File: config.mk
export PLATFORM = sky130hd
export DESIGN_NAME = knight_cmd_exec
export DESIGN_NICKNAME = d
export VERILOG_FILES = /design/src/rtl/knight_cmd_exec.sv
export SDC_FILE = /design/constraint.sdc
export NUM_CORES = 1
export LEC_CHECK = 0
export BUFFER_PORTS_ARGS = -buffer_cell sky130_fd_sc_hd__buf_2
export CORE_AREA = 2 2 57 99
export DETAILED_ROUTE_END_ITERATION = 8
export DIE_AREA = 0 0 59 101
export PLACE_DENSITY = 0.54
export SYNTH_ARGS = -nofsm -noshare
export SYNTH_HDL_FRONTEND = slang
export SYNTH_SLANG_ARGS = --single-unit
File: constraint.sdc
create_clock -name clk -period 1.95 [get_ports clk]
set_input_delay 0.39 -clock clk [delete_from_list [all_inputs] [get_ports clk]]
set_output_delay 0.39 -clock clk [all_outputs]
set_load 0.02 [all_outputs]
File: src/rtl/knight_cmd_exec.sv
// Command responder: accepts cmd words, runs calibrate or heading-then-line-counted moves, pulses send_resp.
// Optional MOVE watchdog enabled by defining CMD_TIMEOUT_EN.
module knight_cmd_exec #(
   parameter int          LINES_PER_SQ = 2,
   parameter logic [23:0] TIMEOUT_CYC  = 24'd10_000_000
) (
   input  logic        clk,
   input  logic        rst_n,
   input  logic [15:0] cmd,
   input  logic        cmd_rdy,
   output logic        clr_cmd_rdy,
   output logic        send_resp,
   output logic        strt_cal,
   input  logic        cal_done,
   input  logic        heading_ok,
   input  logic        cntrIR,
   output logic [11:0] desired_heading,
   output logic        moving,
   output logic        fanfare,
   output logic        timeout_err
);

   typedef enum logic [2:0] {IDLE, CAL_WAIT, HEAD, MOVE, RESP} state_t;

   localparam logic [3:0] OP_CAL      = 4'b0000;
   localparam logic [3:0] OP_MOVE     = 4'b0010;
   localparam logic [3:0] OP_MOVE_FAN = 4'b0011;

   state_t      state_q, state_d;
   logic [3:0]  opcode_q, opcode_d;
   logic [4:0]  target_q, target_d;
   logic [4:0]  cnt_q, cnt_d;
   logic [11:0] heading_q, heading_d;
   logic        moving_q, moving_d;
   logic        send_resp_q, send_resp_d;
   logic        strt_cal_q, strt_cal_d;
   logic        fanfare_q, fanfare_d;
   logic [2:0]  ir_sync_q, ir_sync_d;
   logic        ir_rise;

`ifdef CMD_TIMEOUT_EN
   logic [23:0] wdog_q, wdog_d;
   logic        timeout_q, timeout_d;
   assign timeout_err = timeout_q;
`else
   logic unused_timeout_cyc;
   assign unused_timeout_cyc = ^TIMEOUT_CYC;
   assign timeout_err = 1'b0;
`endif

   // bits [1:0] form the synchronizer; bit 2 is the previous synchronized level
   assign ir_sync_d = {ir_sync_q[1:0], cntrIR};
   assign ir_rise   = ir_sync_q[1] & ~ir_sync_q[2];

   always_comb begin
      state_d     = state_q;
      opcode_d    = opcode_q;
      target_d    = target_q;
      cnt_d       = cnt_q;
      heading_d   = heading_q;
      moving_d    = moving_q;
      send_resp_d = 1'b0;
      strt_cal_d  = 1'b0;
      fanfare_d   = 1'b0;
      clr_cmd_rdy = 1'b0;
`ifdef CMD_TIMEOUT_EN
      wdog_d      = wdog_q;
      timeout_d   = timeout_q;
`endif
      case (state_q)
         IDLE: begin
            if (cmd_rdy) begin
               clr_cmd_rdy = 1'b1;
               opcode_d    = cmd[15:12];
               target_d    = 5'(cmd[3:0] * LINES_PER_SQ);
               case (cmd[15:12])
                  OP_CAL: begin
                     strt_cal_d = 1'b1;
                     state_d    = CAL_WAIT;
                  end
                  OP_MOVE, OP_MOVE_FAN: begin
                     heading_d = (cmd[11:4] == 8'h00) ? 12'h000 : {cmd[11:4], 4'hF};
                     state_d   = HEAD;
                  end
                  default: begin
                     send_resp_d = 1'b1;
                     state_d     = RESP;
                  end
               endcase
            end
         end
         CAL_WAIT: begin
            if (cal_done) begin
               send_resp_d = 1'b1;
               state_d     = RESP;
            end
         end
         HEAD: begin
            if (heading_ok) begin
               if (target_q == 5'd0) begin
                  send_resp_d = 1'b1;
                  fanfare_d   = (opcode_q == OP_MOVE_FAN);
                  state_d     = RESP;
               end else begin
                  cnt_d    = 5'd0;
                  moving_d = 1'b1;
                  state_d  = MOVE;
`ifdef CMD_TIMEOUT_EN
                  wdog_d   = 24'd0;
`endif
               end
            end
         end
         MOVE: begin
            if (ir_rise) begin
               cnt_d = cnt_q + 5'd1;
`ifdef CMD_TIMEOUT_EN
               wdog_d = 24'd0;
`endif
               if (cnt_q + 5'd1 == target_q) begin
                  moving_d    = 1'b0;
                  send_resp_d = 1'b1;
                  fanfare_d   = (opcode_q == OP_MOVE_FAN);
                  state_d     = RESP;
               end
            end
`ifdef CMD_TIMEOUT_EN
            else if (wdog_q == TIMEOUT_CYC - 24'd1) begin
               // a stalled move still completes its handshake, just without celebration
               moving_d    = 1'b0;
               timeout_d   = 1'b1;
               send_resp_d = 1'b1;
               state_d     = RESP;
            end else begin
               wdog_d = wdog_q + 24'd1;
            end
`endif
         end
         RESP: state_d = IDLE;
         default: state_d = IDLE;
      endcase
   end

   always_ff @(posedge clk or negedge rst_n) begin
      if (!rst_n) begin
         state_q     <= IDLE;
         opcode_q    <= 4'd0;
         target_q    <= 5'd0;
         cnt_q       <= 5'd0;
         heading_q   <= 12'h000;
         moving_q    <= 1'b0;
         send_resp_q <= 1'b0;
         strt_cal_q  <= 1'b0;
         fanfare_q   <= 1'b0;
         ir_sync_q   <= 3'b000;
`ifdef CMD_TIMEOUT_EN
         wdog_q      <= 24'd0;
         timeout_q   <= 1'b0;
`endif
      end else begin
         state_q     <= state_d;
         opcode_q    <= opcode_d;
         target_q    <= target_d;
         cnt_q       <= cnt_d;
         heading_q   <= heading_d;
         moving_q    <= moving_d;
         send_resp_q <= send_resp_d;
         strt_cal_q  <= strt_cal_d;
         fanfare_q   <= fanfare_d;
         ir_sync_q   <= ir_sync_d;
`ifdef CMD_TIMEOUT_EN
         wdog_q      <= wdog_d;
         timeout_q   <= timeout_d;
`endif
      end
   end

   assign send_resp       = send_resp_q;
   assign strt_cal        = strt_cal_q;
   assign fanfare         = fanfare_q;
   assign moving          = moving_q;
   assign desired_heading = heading_q;

endmodule

**After elaboration in Yosys (flattened, before gate mapping)**

Cells that the tools add are included.

- Bits in registers: 35
- Bits of input ports: 22
- Output and inout bits: 18
- Word-level logic and storage cells: 74

- Equality and inequality tests: 13
- Add/sub/neg operators: 1
- Reductions and logical operators: 12
- Multiplexer cells: 36
- Bitwise gates (word level): 2

Operators with widths:

| cell | number |
|---|---|
| two-way mux 1 bit | 20 |
| two-way mux 3 bit | 6 |
| two-way mux 5 bit | 3 |
| == test 4 x 2 -> 1 bit, second input constant | 3 |
| two-way mux 12 bit | 1 |
| != test 2 bit, second input constant | 6 |
| case mux 3 bit (4 select lines) | 1 |
| case mux 5 bit (2 select lines) | 1 |
| AND reduction 5 bit | 2 |
| zero test 8 bit | 1 |
| == test 3 x 2 -> 1 bit, second input constant | 2 |
| case mux 3 bit (2 select lines) | 1 |
| adder 5 x 1 -> 5 bit, second input constant | 1 |
| == test 5 bit | 1 |
| zero test 5 bit | 1 |
| zero test 4 bit | 1 |
| case mux 1 bit (2 select lines) | 2 |
| case mux 1 bit (4 select lines) | 1 |
| AND reduction 4 bit | 1 |
| == test 3 x 1 -> 1 bit, second input constant | 1 |
| zero test 3 bit | 1 |
| AND reduction 3 bit | 1 |
| OR reduction 3 bit | 1 |
| AND reduction 2 bit | 1 |
| 4 further kinds | 4 |

**Logic depth before layout (Yosys ltp)**

- Depth after elaboration: 5
- Depth in mapped cells: 5
- Mapped depth without buffers: 5

**Worst setup path after synthesis**

OpenSTA, ideal clock, no wires.

- Kind: register to register
- From: reg cnt_q[0]
- To: reg state_q[1]
- Required time: 1.821 ns
- Clock period less this slack: 1.571 ns
- Cell stages (with the launch flop): 6
- Buffers on the path: 0
- Arrival time: 1.443 ns
- Setup time: 0.129 ns
- Slack: 0.379 ns
- Cells stage by stage: dfrtp_1 > ha_1 > o21ba_1 > a221oi_2 > o211a_1 > o32ai_1

- Word-level cells in the longest chain between the ends: 4

Ends and longest elaborated chain:

| what | line | text |
|---|---|---|
| start: declaration | 32 | `logic [4:0] cnt_q, cnt_d;` |
| start signal: assignment | 164 | `cnt_q <= cnt_d;` |
| adder 5 x 1 -> 5 bit | 120 | `if (cnt_q + 5'd1 == target_q) begin` |
| == test 5 bit | 120 |  |
| != test 2 bit (no line) | n/a |  |
| AND reduction 5 bit (no line) | n/a |  |
| end signal: assignment | 161 | `state_q <= state_d;` |
| end: declaration | 29 | `state_t state_q, state_d;` |

Every way passes these cells.
A chain may end at the register's enable or synchronous reset.

**Final worst setup path**

- From: reg state_q[0]
- To: out clr_cmd_rdy

- Word-level cells in the longest chain between the ends: 2

Ends and longest elaborated chain:

| what | line | text |
|---|---|---|
| zero test 3 bit | 70 | `case (state_q)` |
| two-way mux 1 bit | 70 |  |
| end: declaration | 11 | `output logic clr_cmd_rdy,` |

Every way passes these cells.

==> results.tsv <==
stage	metric	value	unit
status	status	finished, final reports clean	
floorplanning	die width	59	µm
synthesis	number of warning messages in the yosys log	0	
detailed_routing	number of DRC markers after the initial detailed-route iteration	18	
synthesis	dominant synthesized flop cell	dfrtp_1	
floorplanning	total number of placement rows	35	
critical_path	register-to-register path setup slack	0.23	ns
global_route	number of antenna violations at the first check in global routing	0	
clock_network	H-tree depth	2	
placed_design	IO buf count	38	
sta	final clock period utilization by the worst path	94.8	%
critical_path	critical path fanouts, max	9	
finish	nets	191	
synthesis	Net Count, Synth	152	
critical_path	start of the worst register-to-register path	cnt_q[0]$_DFFE_PN0P_	
clock_network	clock latency on the worst-skew pair	0.28	ns
clock_network	buffer type at the clock tree root	clkbuf_8	
worst_hold_path	class of the most critical hold timing path	in2async	
detailed_routing	number of antenna-violating nets in the routed design	0	
critical_path	cell with the largest stage delay on the worst path	dfrtp_1	
critical_path	crit start category	flip-flop	
critical_path	worst stage delay on the critical path	0.50	ns
detailed_routing	overall routed net length	3.57	mm
critical_path	critical path start-end classification	reg2out	
critical_path	data arrival time of the worst path	1.46	ns
finish	filler cell count in the final layout	506	
sta	number of max-slew violations in the final report	0	
synthesis	register bit total from synthesis	32	
critical_path	required time of the worst setup path	1.56	ns
global_route	first-pass GRT wire length	6.07	mm
synthesis	syn avg cell area	12.7	µm²
global_route	maximum number of pins on one net before global-route repair	33	
clock_network	clock sink count	32	
detailed_routing	overall via count from detail_route	1177	
critical_path	R2R cell count	5	
sta	actual transition at the worst max-transition pin	0.717	ns
critical_path	cell family with the largest share of critical-path delay	flip-flops	
sta	count of endpoints failing hold in the final timing report	0	
placed_design	placed wire-length estimate after detailed placement	2.76	mm
finish	top library cells by usage in the layout, fill and taps aside	38 x buf_2, 32 x dfrtp_1, 8 x mux2_4, 8 x mux2_1, 6 x a21oi_1	
synthesis	sequential-to-total area share from yosys stat	48.8	%
global_route	Remaining Overflow, GRT	0	
critical_path	capture point of the critical path	clr_cmd_rdy	
clock_network	Worst-path clk slew	0.06	ns
critical_path	cell breakdown of the critical path	nor4b_4 > buf_2	
clock_network	postcts setup bufs	0	
global_route	via count of the first global-routing pass	1299	
floorplanning	placeable core region	5170	µm²
floorplanning	Starting Density	31.7	%
sta	setup repair after global routing missed its margin	no	
detailed_routing	via density per instance	5.33	
critical_path	Bufs and invs on worst path	1	
critical_path	critical path launch point	state_q[0]$_DFFE_PN0P_	
detailed_routing	Pre-antenna DRT Iters	4	
synthesis	number of flops mapped to enable cells by yosys	0	
sta	worst setup skew after layout	0.00598	ns
placed_design	routability congestion estimate from global placement	0.840	
critical_path	CP Capture Type	primary output	
detailed_routing	WL per Instance	16.1	µm
sta	maximum clock rate	541	MHz
power	total power of the final layout	2.62	mW
clock_network	number of clock buffers inserted by TritonCTS	5	
sta	Tmin final	1.85	ns
critical_path	logic depth of the worst path, buffers included	2	
run	max-capacitance violation count	0	
power	static leakage	0.890	nW
sta	Total Negative Setup Slacks	0	ns
floorplanning	Die Area	5960	µm²
clock_network	quantity of gates resized following cts	0	
floorplanning	I/O pin count	40	
synthesis	proportion of synthesized flip-flops having asynchronous set or reset	100	%
critical_path	worst r2r dst	send_resp$_DFF_PN0_	
power	power density of the placed cells	1360	nW/µm²
placed_design	Setup Slack @ Placement	0.248	ns
synthesis	number of unique standard cell types used by synthesis	52	
clock_network	buffer levels on the longest clock path	2	
finish	most common cell after layout, fill and taps aside	buf_2	
synthesis	number of instances in the synthesized netlist	129	
clock_network	hold buffer count at CTS	0	
floorplanning	die outline height	101	µm
finish	growth of design area from synthesis to finish	17.3	%
finish	fraction of final layout cells sized beyond drive strength 1	37.3	%
finish	antenna fix cells	0	
synthesis	post-synthesis instance area	1640	µm²
sta	setup slack of the critical path after layout	0.101	ns
sta	number of setup violations in the final report	0	
global_route	Total GRT Usage	13.3	%
clock_network	clock tree from TritonCTS	done	
sta	Max-Slew Margin vs Limit	52.2	%
power	worst ir drop on vdd	0.000657	V
detailed_routing	remaining routing DRC violations	0	
-- sequential cells by signal, summed over array words and instances, names as in the netlist, 3 cells and up --
| register | flops |
|---|---|
| cnt_q | 5 |
| target_q | 4 |
| ir_sync_q | 3 |
| opcode_q | 4 |
| desired_heading | 9 |
| state_q | 3 |
-- cell type report --
cell class / count / area (µm²) / area share, %
repair buffers: 40 / 205 / 10.7
clock buffers: 5 / 68.8 / 3.58
flip-flops and latches: 32 / 801 / 41.6
multi-input cells: 87 / 773 / 40.2
well taps: 55 / 68.8 / 3.58
inverters: 2 / 7.51 / 0.390
-- metal layers --
| metal | routed length, µm | track usage [%] |
|---|---|---|
| met5 | 0 | 0 |
| met4 | 91 | 5.94 |
| met3 | 155 | 3.21 |
| met2 | 1960 | 23.3 |
| met1 | 1360 | 14.7 |
-- through the flow --
stage | hold slack (ns) | cell area (µm²) | std cells | util (%)
after global routing | 0.213 | 1920 | 221 | 37.2
after detailed placement | 0.335 | 1860 | 216 | 35.9
after global placement | 0.335 | 1860 | 216 | 35.9
final | 0.163 | 1920 | 221 | 37.2
after CTS | 0.195 | 1920 | 221 | 37.2
after floorplan | 0.0944 | 1640 | 129 | -
-- cells in the mapped netlist (2+ instances only) --
master / n / area [µm²]
o2bb2ai_1: 2 / 17.5
xnor2_1: 4 / 35.0
nand3_1: 5 / 25.0
nor3b_1: 3 / 22.5
xor2_1: 3 / 26.3
dfrtp_1: 32 / 801
o21ai_1: 2 / 10.0
nand2_1: 4 / 15.0
a211o_1: 2 / 17.5
mux2i_1: 2 / 20.0
mux2_4: 8 / 120
nor4_1: 2 / 12.5
a21oi_1: 6 / 30.0
mux2_1: 8 / 90.1
o21ai_0: 2 / 10.0
nor2b_1: 3 / 18.8
buf_4: 5 / 37.5
nand3b_1: 2 / 15.0
-- power by group --
part	internal, mW	total (mW)	switching [mW]	leakage, nW
logic	0.497	1.02	0.526	0.459
registers	0.912	1.15	0.238	0.396
clock network	0.229	0.444	0.214	0.0359
-- cell families (layout without fill, tap and decap cells) --
| group | count (synthesis) | after routing | share of synthesized area (%) |
|---|---|---|---|
| compound gates | 26 | 26 | 11.9 |
| xor+xnor | 7 | 7 | 3.74 |
| fa+ha+maj | 1 | 1 | 0.763 |
| buf+inv | 10 | 47 | 4.04 |
| flops | 32 | 32 | 48.8 |
| mux | 19 | 19 | 15.4 |
| other cells | 1 | 1 | 0.229 |
| simple gates | 33 | 33 | 15.1 |
-- how the worst min path moves through the flow --
stage / startpoint / slack, ns / end
global placement: ir_sync_q[0]$_DFF_PN0_ / 0.33 / ir_sync_q[1]$_DFF_PN0_
floorplan: rst_n / 0.09 / cnt_q[0]$_DFFE_PN0P_
global route: cntrIR / 0.21 / ir_sync_q[0]$_DFF_PN0_
finish: rst_n / 0.16 / ir_sync_q[2]$_DFF_PN0_
CTS: rst_n / 0.19 / cnt_q[1]$_DFFE_PN0P_
detailed placement: ir_sync_q[0]$_DFF_PN0_ / 0.33 / ir_sync_q[1]$_DFF_PN0_
No activity file was read; power rests on OpenSTA's default activity.
